## src/rtl/pipe_buf_pkg.sv

```systemverilog
// Shared types and default widths for the inter-stage pipeline buffer.
package pipe_buf_pkg;

    localparam int CTRL_W_DEF = 14;
    localparam int DATA_W_DEF = 48;
    localparam int PC_W_DEF   = 32;
    localparam int CNT_W_DEF  = 16;

    // The encoding doubles as the occupancy count driven out of the buffer.
    typedef enum logic [1:0] {
        EMPTY = 2'd0,
        ONE   = 2'd1,
        FULL  = 2'd2
    } occ_state_e;

endpackage

```

## src/rtl/pipe_buf_perf_ctr.sv

```systemverilog
// Saturating event counter used for the buffer's optional performance statistics.
module pipe_buf_perf_ctr #(
    parameter int CNT_W = 16
) (
    input  logic             clk,
    input  logic             rst,
    input  logic             inc,
    output logic [CNT_W-1:0] cnt
);

    localparam logic [CNT_W-1:0] CNT_ONE = {{(CNT_W-1){1'b0}}, 1'b1};
    localparam logic [CNT_W-1:0] CNT_MAX = {CNT_W{1'b1}};

    logic [CNT_W-1:0] cnt_r;

    // Count events, holding at all-ones once reached.
    always_ff @(posedge clk or posedge rst) begin
        if (rst) begin
            cnt_r <= {CNT_W{1'b0}};
        end else if (inc && (cnt_r != CNT_MAX)) begin
            cnt_r <= cnt_r + CNT_ONE;
        end else begin
            cnt_r <= cnt_r;
        end
    end

    assign cnt = cnt_r;

endmodule

```

## src/rtl/pipe_stage_buffer.sv

```systemverilog
// Two-entry skid buffer between pipeline stages with flush-to-bubble.
// Optional stall/squash counters are built when PIPE_BUF_PERF_EN is defined.
module pipe_stage_buffer
    import pipe_buf_pkg::*;
#(
    parameter int CTRL_W = CTRL_W_DEF,
    parameter int DATA_W = DATA_W_DEF,
    parameter int PC_W   = PC_W_DEF
`ifdef PIPE_BUF_PERF_EN
    ,
    parameter int CNT_W  = CNT_W_DEF
`endif
) (
    input  logic              clk,
    input  logic              rst,
    input  logic              flush,
    input  logic              in_valid,
    output logic              in_ready,
    input  logic [CTRL_W-1:0] in_ctrl,
    input  logic [DATA_W-1:0] in_data,
    input  logic [PC_W-1:0]   in_pc,
    input  logic              in_irq,
    output logic              out_valid,
    input  logic              out_ready,
    output logic [CTRL_W-1:0] out_ctrl,
    output logic [DATA_W-1:0] out_data,
    output logic [PC_W-1:0]   out_pc,
    output logic              out_irq,
    output logic [1:0]        occupancy
`ifdef PIPE_BUF_PERF_EN
    ,
    output logic [CNT_W-1:0]  stall_cnt,
    output logic [CNT_W-1:0]  squash_cnt
`endif
);

    localparam int ENT_W = CTRL_W + DATA_W + PC_W + 1;

    occ_state_e       state_r;
    occ_state_e       next_state_s;
    logic [ENT_W-1:0] head_r;
    logic [ENT_W-1:0] skid_r;
    logic [ENT_W-1:0] in_ent_s;
    logic             in_ready_s;
    logic             out_valid_s;
    logic             in_fire_s;
    logic             out_fire_s;

    // Entry layout, MSB first: ctrl, data, pc, irq.
    assign in_ent_s    = {in_ctrl, in_data, in_pc, in_irq};
    assign in_ready_s  = (state_r != FULL);
    assign out_valid_s = (state_r != EMPTY);
    assign in_fire_s   = in_valid & in_ready_s;
    assign out_fire_s  = out_valid_s & out_ready;

    // Occupancy state register.
    always_ff @(posedge clk or posedge rst) begin
        if (rst) begin
            state_r <= EMPTY;
        end else begin
            state_r <= next_state_s;
        end
    end

    // Next occupancy; flush overrides any transfer in the same cycle.
    always_comb begin
        next_state_s = state_r;
        if (flush) begin
            next_state_s = EMPTY;
        end else begin
            case (state_r)
                EMPTY: begin
                    if (in_fire_s) next_state_s = ONE;
                    else           next_state_s = EMPTY;
                end
                ONE: begin
                    if (in_fire_s && !out_fire_s)      next_state_s = FULL;
                    else if (!in_fire_s && out_fire_s) next_state_s = EMPTY;
                    else                               next_state_s = ONE;
                end
                FULL: begin
                    if (out_fire_s) next_state_s = ONE;
                    else            next_state_s = FULL;
                end
                default: next_state_s = EMPTY;
            endcase
        end
    end

    // Head/skid storage; a flushed cycle leaves contents stale since they are masked as bubbles.
    always_ff @(posedge clk or posedge rst) begin
        if (rst) begin
            head_r <= {ENT_W{1'b0}};
            skid_r <= {ENT_W{1'b0}};
        end else if (!flush) begin
            case (state_r)
                EMPTY: begin
                    if (in_fire_s) head_r <= in_ent_s;
                end
                ONE: begin
                    if (in_fire_s && out_fire_s) head_r <= in_ent_s;
                    else if (in_fire_s)          skid_r <= in_ent_s;
                end
                FULL: begin
                    if (out_fire_s) head_r <= skid_r;
                end
                default: begin
                    head_r <= head_r;
                    skid_r <= skid_r;
                end
            endcase
        end
    end

    // Outputs derive from registered state only; control and irq are forced to bubble when empty.
    always_comb begin
        in_ready  = in_ready_s;
        out_valid = out_valid_s;
        occupancy = state_r;
        out_data  = head_r[PC_W+1 +: DATA_W];
        out_pc    = head_r[1 +: PC_W];
        if (out_valid_s) begin
            out_ctrl = head_r[ENT_W-1 -: CTRL_W];
            out_irq  = head_r[0];
        end else begin
            out_ctrl = {CTRL_W{1'b0}};
            out_irq  = 1'b0;
        end
    end

`ifdef PIPE_BUF_PERF_EN
    logic stall_inc_s;
    logic squash_inc_s;

    assign stall_inc_s  = in_valid & ~in_ready_s;
    assign squash_inc_s = flush & (state_r != EMPTY);

    pipe_buf_perf_ctr #(.CNT_W(CNT_W)) u_stall_ctr (
        .clk (clk),
        .rst (rst),
        .inc (stall_inc_s),
        .cnt (stall_cnt)
    );

    pipe_buf_perf_ctr #(.CNT_W(CNT_W)) u_squash_ctr (
        .clk (clk),
        .rst (rst),
        .inc (squash_inc_s),
        .cnt (squash_cnt)
    );
`endif

endmodule

```

## config.mk

```make
export PLATFORM = sky130hd
export DESIGN_NAME = pipe_stage_buffer
export DESIGN_NICKNAME = d
export VERILOG_FILES = /design/src/rtl/pipe_buf_pkg.sv /design/src/rtl/pipe_buf_perf_ctr.sv /design/src/rtl/pipe_stage_buffer.sv
export SDC_FILE = /design/constraint.sdc
export NUM_CORES = 1
export LEC_CHECK = 0
export ABC_AREA = 0
export CELL_PAD_IN_SITES_DETAIL_PLACEMENT = 1
export CELL_PAD_IN_SITES_GLOBAL_PLACEMENT = 1
export CORE_UTILIZATION = 45
export DETAILED_ROUTE_END_ITERATION = 10
export PLACE_DENSITY = 0.82
export SYNTH_ARGS = -nofsm -noshare
export SYNTH_HDL_FRONTEND = slang
export SYNTH_HIERARCHICAL = 1
export SYNTH_SLANG_ARGS = --single-unit
```

## constraint.sdc

```tcl
create_clock -name clk -period 14.78 [get_ports clk]
set_input_delay 3.695 -clock clk [delete_from_list [all_inputs] [get_ports clk]]
set_output_delay 3.695 -clock clk [all_outputs]
set_load 0.05 [all_outputs]
```

==> results of run 1 <==
## cells by family after synthesis
family,Yosys count,share of synthesized area [%]
flops,192,53.3
mux,286,35.7
simple gates,25,1.71
buf+inv,114,8.85
compound gates,4,0.458
## routing by layer
layer,vias up,part of all wire (%),global-route usage (%)
met5,-,0,0
met4,0,1.1,5.60
met3,18,8.8,8.03
met2,152,48,32.8
met1,2615,42,23.9
li1,2311,-,-
## worst reg2reg max path, stage by stage, from the launching register on
cell and delay [ns]:
dfrtp_1 0.47, nor2b_1 0.13, nand3_4 0.42, buf_4 0.79, mux2_2 0.46
## through the flow
step	setup slack (ns)	power [mW]	cell area [um^2]	utilization [%]	hold slack [ns]
after floorplan	5.86	1.13	9020	-	0.473
after global placement	8.61	1.22	10600	54.4	0.481
after detailed placement	8.55	1.25	10600	54.4	0.490
after CTS	8.25	1.78	11300	57.8	0.506
after global routing	8.12	1.83	11300	57.8	0.522
final	8.31	1.76	11300	57.8	0.505
## layout by cell type (no fill, tap or decap)
cell type,Yosys,layout
nand3_4,0,1
nor2b_1,16,16
nor2_1,3,3
clkinvlp_4,0,1
inv_6,0,4
nand4bb_1,1,1
nor2b_4,0,1
nand2_1,1,1
clkbuf_8,0,2
nor3_1,1,1
inv_8,0,2
clkbuf_16,0,17
buf_4,81,6
mux2i_1,1,1
dfrtp_1,192,192
bufinv_16,0,5
inv_1,3,2
clkdlybuf4s50_1,0,198
a21oi_1,2,2
clkinv_4,0,2
mux2_2,285,285
o31ai_4,1,1
o21ba_2,1,1
or3b_2,1,1
## registers in the layout, indices dropped and copies added, names as in the netlist
name	count
head_r	95
occupancy	2
skid_r	95
## power groups by stage
stage	combinational (mW)	sequential, mW	clock, mW
2_1_floorplan	0.422	0.706	0
3_3_place_gp	0.501	0.719	0
3_5_place_dp	0.516	0.731	0
4_1_cts	0.519	0.723	0.535
5_1_grt	0.540	0.738	0.554
6_report	0.513	0.722	0.522
## final cells by class
class / instances / area (um^2) / area share [%]
Tap cell: 265 / 332 / 2.94
Sequential cell: 192 / 4800 / 42.6
Clock buffer: 19 / 453 / 4.01
Clock inverter: 13 / 221 / 1.96
Multi-Input combinational cell: 315 / 3430 / 30.4
Timing Repair Buffer: 204 / 2030 / 18.0
Inverter: 3 / 18.8 / 0.166
## how the worst min path moves through the flow
stage / from / to / slack [ns] / depth (start not counted)
final: skid_r[15] / skid_r[15] / 0.50 / 1
after global routing: skid_r[56] / skid_r[56] / 0.52 / 1
after CTS: skid_r[59] / skid_r[59] / 0.51 / 1
after detailed placement: skid_r[59] / skid_r[59] / 0.49 / 1
after global placement: head_r[93] / head_r[93] / 0.48 / 1
after floorplan: head_r[81] / head_r[81] / 0.47 / 1
==> flow_metrics.py, run 1 <==
metrics = {
    "routing": {
        "wl_um": 19400,
        "num_vias": 5096,
        "drtAntennaViolNets": 0,
        "drc": 0,
        "routed_via_density": 5.04,
        "drt_first_iter_violations": 152,
        "wl_per_cell_um": 19.2,
        "drt_pre_antenna_iters": 4,
    },
    "setup_path": {
        "r2r-end": "skid_r[0]",
        "cp_data_required_time_ns": 11.09,
        "worstRegToRegCells": 4,
        "worst-path-stages": 3,
        "crit_buf_inv": 1,
        "cp-start-kind": "flip-flop",
        "startpoint": "occupancy[0]",
        "cp-end-kind": "output port",
        "crit_end": "out_irq",
        "worst_path_max_delay_cell": "nor2_1",
        "cp_slowest_stage_delay_ns": 0.90,
        "cp_max_fo": 16,
        "r2r_start": "occupancy[1]",
        "worstPathCellList": "nor2_1, nor2b_1, clkdlybuf4s50_1",
        "crit_family": "simple AND/OR/NAND/NOR gates",
        "cp.arrival_ns": 2.78,
        "worstSetupPathType": "reg -> out",
        "regToRegSetupSlack_ns": 12.40,
    },
    "clock_network": {
        "clk_latency_ns": 0.43,
        "cts_tree": "yes",
        "post_cts_buffers": 0,
        "htreeDepth": 4,
        "cts_resized": 0,
        "cts_made_buffers": 17,
        "hold_buffers": 0,
        "clockBufferDepth": 2,
        "clkSlewWorstSetupHoldPaths_ns": 0.07,
        "cts-root-buf": "clkbuf_16",
        "clock-sinks": 192,
    },
    "sta": {
        "min_period_ns": 6.47,
        "max_slew_margin_pct": 26.5,
        "fmax_mhz": 155,
        "fin_tns_setup_ns": 0,
        "period_share_pct": 43.8,
        "setup_viol": 0,
        "tightest_slew_ns": 1.10,
        "rsz0062_at_grt": "no",
        "skew_ns": 0.00942,
        "hold_violations": 0,
        "maxSlewViolCount": 0,
    },
    "grt": {
        "grtUsageTotal_pct": 19.9,
        "grt_pass1_vias": 5772,
        "grt_pass1_wl_um": 31000,
        "antenna_found_initial": 0,
        "overflow": 0,
        "grt_max_degree": 115,
    },
    "logic_synthesis": {
        "ys_top_cells_by_count": "mux2_2 (285), dfrtp_1 (192), buf_4 (81)",
        "ys_ff_latch": 192,
        "yosysTopAreaCell": "dfrtp_1",
        "synth_top_cells_by_area": "dfrtp_1 (53%), mux2_2 (36%), buf_4 (6.7%)",
        "synth_most_common_cell": "mux2_2",
        "synthDistinctLibCells": 20,
        "syn_nets": 721,
        "synth_edf_count": 0,
        "yosys_warnings": 6,
        "synth_top_cell_area_share_pct": 53.3,
        "syn_area_per_cell_um2": 14.5,
        "synthFlopType": "dfrtp_1",
        "netlist_area_um2": 9020,
        "async_flop_share_pct": 100,
        "synth-seq-area-share_pct": 53.3,
        "syn_inst": 621,
    },
    "die": {
        "die-width_um": 144,
        "io_pins": 199,
        "start_util_pct": 46.2,
        "die_height_um": 144,
        "placementRows": 51,
        "dieArea_um2": 20600,
        "coreArea_um2": 19500,
    },
    "placement": {
        "dp.cells": 979,
        "gp_congestion": 0.710,
        "dp_hpwl_um": 12800,
        "io_buffer_count": 198,
    },
    "worst_hold_path": {
        "min_path_type": "reg -> reg",
    },
    "layout": {
        "syn2layout_area_growth_pct": 25.2,
        "antenna_cells": 0,
        "nets": 833,
        "drive_gt1_share_pct": 44.1,
        "fillers": 1873,
        "fin_cells": 1011,
    },
    "power_and_ir_drop": {
        "ir_drop_mv": 0.0784,
        "p_leak_nw": 4.68,
        "p_clk_share_pct": 29.7,
        "intPower_mw": 1.19,
        "power_switching_uw": 562,
        "seq_power_share_pct": 41.1,
        "power_density_nw_per_um2": 156,
        "sw_frac_of_total_pct": 32.0,
        "comb_power_share_pct": 29.2,
    },
    "run": {
        "drv_cap": 0,
    },
    "outcome": {
        "status": "complete, no violations",
    },
}
Note: power is estimated with default switching activity, not from simulation.
==> run 2: changes to the inputs <==
--- a/config.mk
+++ b/config.mk
@@ -8,9 +8,9 @@
 export ABC_AREA = 0
 export CELL_PAD_IN_SITES_DETAIL_PLACEMENT = 1
 export CELL_PAD_IN_SITES_GLOBAL_PLACEMENT = 1
-export CORE_UTILIZATION = 45
+export CORE_UTILIZATION = 37
 export DETAILED_ROUTE_END_ITERATION = 10
-export PLACE_DENSITY = 0.82
+export PLACE_DENSITY = 0.72
 export SYNTH_ARGS = -nofsm -noshare
 export SYNTH_HDL_FRONTEND = slang
 export SYNTH_HIERARCHICAL = 1
==> constraint.sdc (replaced) <==
create_clock -name clk -period 5.4 [get_ports clk]
set_input_delay 1.35 -clock clk [delete_from_list [all_inputs] [get_ports clk]]
set_output_delay 1.35 -clock clk [all_outputs]
set_load 0.05 [all_outputs]
==> run 2 against run 1 <==
Count of clock-buffer cells in the layout did not move. Non-clock buffer count rose by 3. Largest power group unchanged. Clock power rose by 140%. Combinational power rose to 2.7 times the previous value. Wire length rose by 1.8%.
==> flow_metrics.py, run 2 (same netlist as run 1, synthesis figures left out) <==
metrics = {
    "outcome": {
        "status": "complete, no violations",
    },
    "die": {
        "coreArea_um2": 23700,
        "placementRows": 56,
        "io_pins": 199,
        "die-width_um": 158,
        "die_height_um": 158,
        "dieArea_um2": 25000,
        "start_util_pct": 38.1,
    },
    "sta": {
        "period_share_pct": 69.1,
        "skew_ns": 0.00737,
        "max_slew_margin_pct": 37.6,
        "tightest_slew_ns": 0.936,
        "min_period_ns": 3.73,
        "maxSlewViolCount": 0,
        "fin_tns_setup_ns": 0,
        "rsz0062_at_grt": "no",
        "setup_ws_ns": 1.67,
        "hold_violations": 0,
        "setup_viol": 0,
        "fmax_mhz": 268,
    },
    "power_and_ir_drop": {
        "sw_frac_of_total_pct": 33.4,
        "ir_drop_mv": 0.202,
        "power_density_nw_per_um2": 409,
        "p_leak_nw": 4.65,
        "p_clk_share_pct": 27.1,
        "intPower_mw": 3.08,
        "comb_power_share_pct": 30.4,
        "seq_power_share_pct": 42.5,
        "power_switching_mw": 1.55,
    },
    "placement": {
        "dp_hpwl_um": 13400,
        "io_buffer_count": 198,
        "pre_cts_slack_ns": 1.53,
        "gp_congestion": 0.757,
        "dp.cells": 1036,
        "place_area_um2": 10700,
    },
    "layout": {
        "drive_gt1_share_pct": 44.2,
        "fin_area_um2": 11300,
        "syn2layout_area_growth_pct": 25.4,
        "multiInputGateArea_um2": 3430,
        "fillers": 2389,
        "final-seq-area_um2": 4800,
        "nets": 836,
        "fin_cells": 1068,
        "final_cell_mix": "mux2_2 (285), clkdlybuf4s50_1 (198), dfrtp_1 (192)",
        "antenna_cells": 0,
        "mostFrequentLayoutCell": "mux2_2",
    },
    "setup_path": {
        "cp_data_required_time_ns": 4.05,
        "worstPathCellList": "nor2_1, buf_4, nor2b_1, clkdlybuf4s50_1",
        "worst_path_max_delay_cell": "clkdlybuf4s50_1",
        "cp-start-kind": "flip-flop",
        "crit_buf_inv": 2,
        "cp-end-kind": "output port",
        "r2r_start": "occupancy[1]",
        "crit_family": "buffers and inverters",
        "cp.arrival_ns": 2.38,
        "cp_slowest_stage_delay_ns": 0.84,
        "r2r-end": "skid_r[83]",
        "regToRegSetupSlack_ns": 3.04,
        "worstSetupPathType": "reg -> out",
        "cp_max_fo": 16,
        "worstRegToRegCells": 4,
    },
    "clock_network": {
        "htreeDepth": 4,
        "post_cts_buffers": 0,
        "clkSlewWorstSetupHoldPaths_ns": 0.07,
        "cts_made_buffers": 17,
        "clk_latency_ns": 0.42,
        "cts_tree": "yes",
        "hold_buffers": 0,
        "clockBufferDepth": 2,
        "clock-sinks": 192,
        "cts_resized": 0,
        "cts-root-buf": "clkbuf_16",
    },
    "routing": {
        "num_vias": 5101,
        "drt_pre_antenna_iters": 3,
        "drt_first_iter_violations": 141,
        "drc": 0,
        "wl_um": 19800,
        "wl_per_cell_um": 18.5,
        "routed_via_density": 4.78,
        "drtAntennaViolNets": 0,
    },
    "grt": {
        "overflow": 0,
        "grtUsageTotal_pct": 16.5,
        "grt_pass1_vias": 5800,
        "grt_max_degree": 82,
        "grt_pass1_wl_um": 31400,
        "antenna_found_initial": 0,
    },
    "run": {
        "drv_cap": 0,
    },
    "worst_hold_path": {
        "min_path_type": "reg -> reg",
        "holdPathStages": 1,
        "min_from": "skid_r[15]",
        "hold_path_end": "skid_r[15]",
    },
}
run 2: worst max-delay path by stage:
stage          slack (ns)  depth (start not counted)         start     endpoint
2_1_floorplan        1.57                          1           rst    head_r[0]
3_3_place_gp         1.63                          5      in_valid   skid_r[90]
3_5_place_dp         1.53                          5      in_valid   skid_r[71]
4_1_cts              1.63                          4  occupancy[0]  out_ctrl[7]
5_1_grt              1.59                          4  occupancy[0]  out_ctrl[0]
6_report             1.67                          4  occupancy[0]  out_ctrl[7]
run 2: power by group through the flow:
stage | Sequential (mW) | Combinational (mW) | Clock, mW
5_1_grt | 2.02 | 1.49 | 1.36
3_3_place_gp | 1.97 | 1.38 | 0
6_report | 1.97 | 1.41 | 1.25
4_1_cts | 1.97 | 1.43 | 1.30
2_1_floorplan | 1.93 | 1.16 | 0
3_5_place_dp | 2.00 | 1.42 | 0
run 2: cell type report:
| class | count | share of cell area [%] |
|---|---|---|
| clock buffers | 19 | 3.92 |
| multi-input cells | 315 | 30.3 |
| inverters | 3 | 0.133 |
| clock inverters | 13 | 1.25 |
| well taps | 319 | 3.53 |
| repair buffers | 207 | 18.3 |
| flip-flops and latches | 192 | 42.5 |
run 2: metrics by stage:
step                      hold WS, ns  utilization, %  power, mW
after floorplan                 0.473               -       3.09
after global placement          0.481            45.3       3.35
after detailed placement        0.489            45.3       3.42
after CTS                       0.505            47.8       4.70
after global routing            0.519            47.8       4.86
final                           0.504            47.8       4.63
run 2: metal layers:
layer / wire length (um) / GRT usage [%] / vias up
li1: - / - / 2323
met2: 9470 / 27.4 / 141
met3: 1430 / 5.47 / 19
met1: 8630 / 20.4 / 2618
met5: 0 / 0 / -
met4: 255 / 4.40 / 0
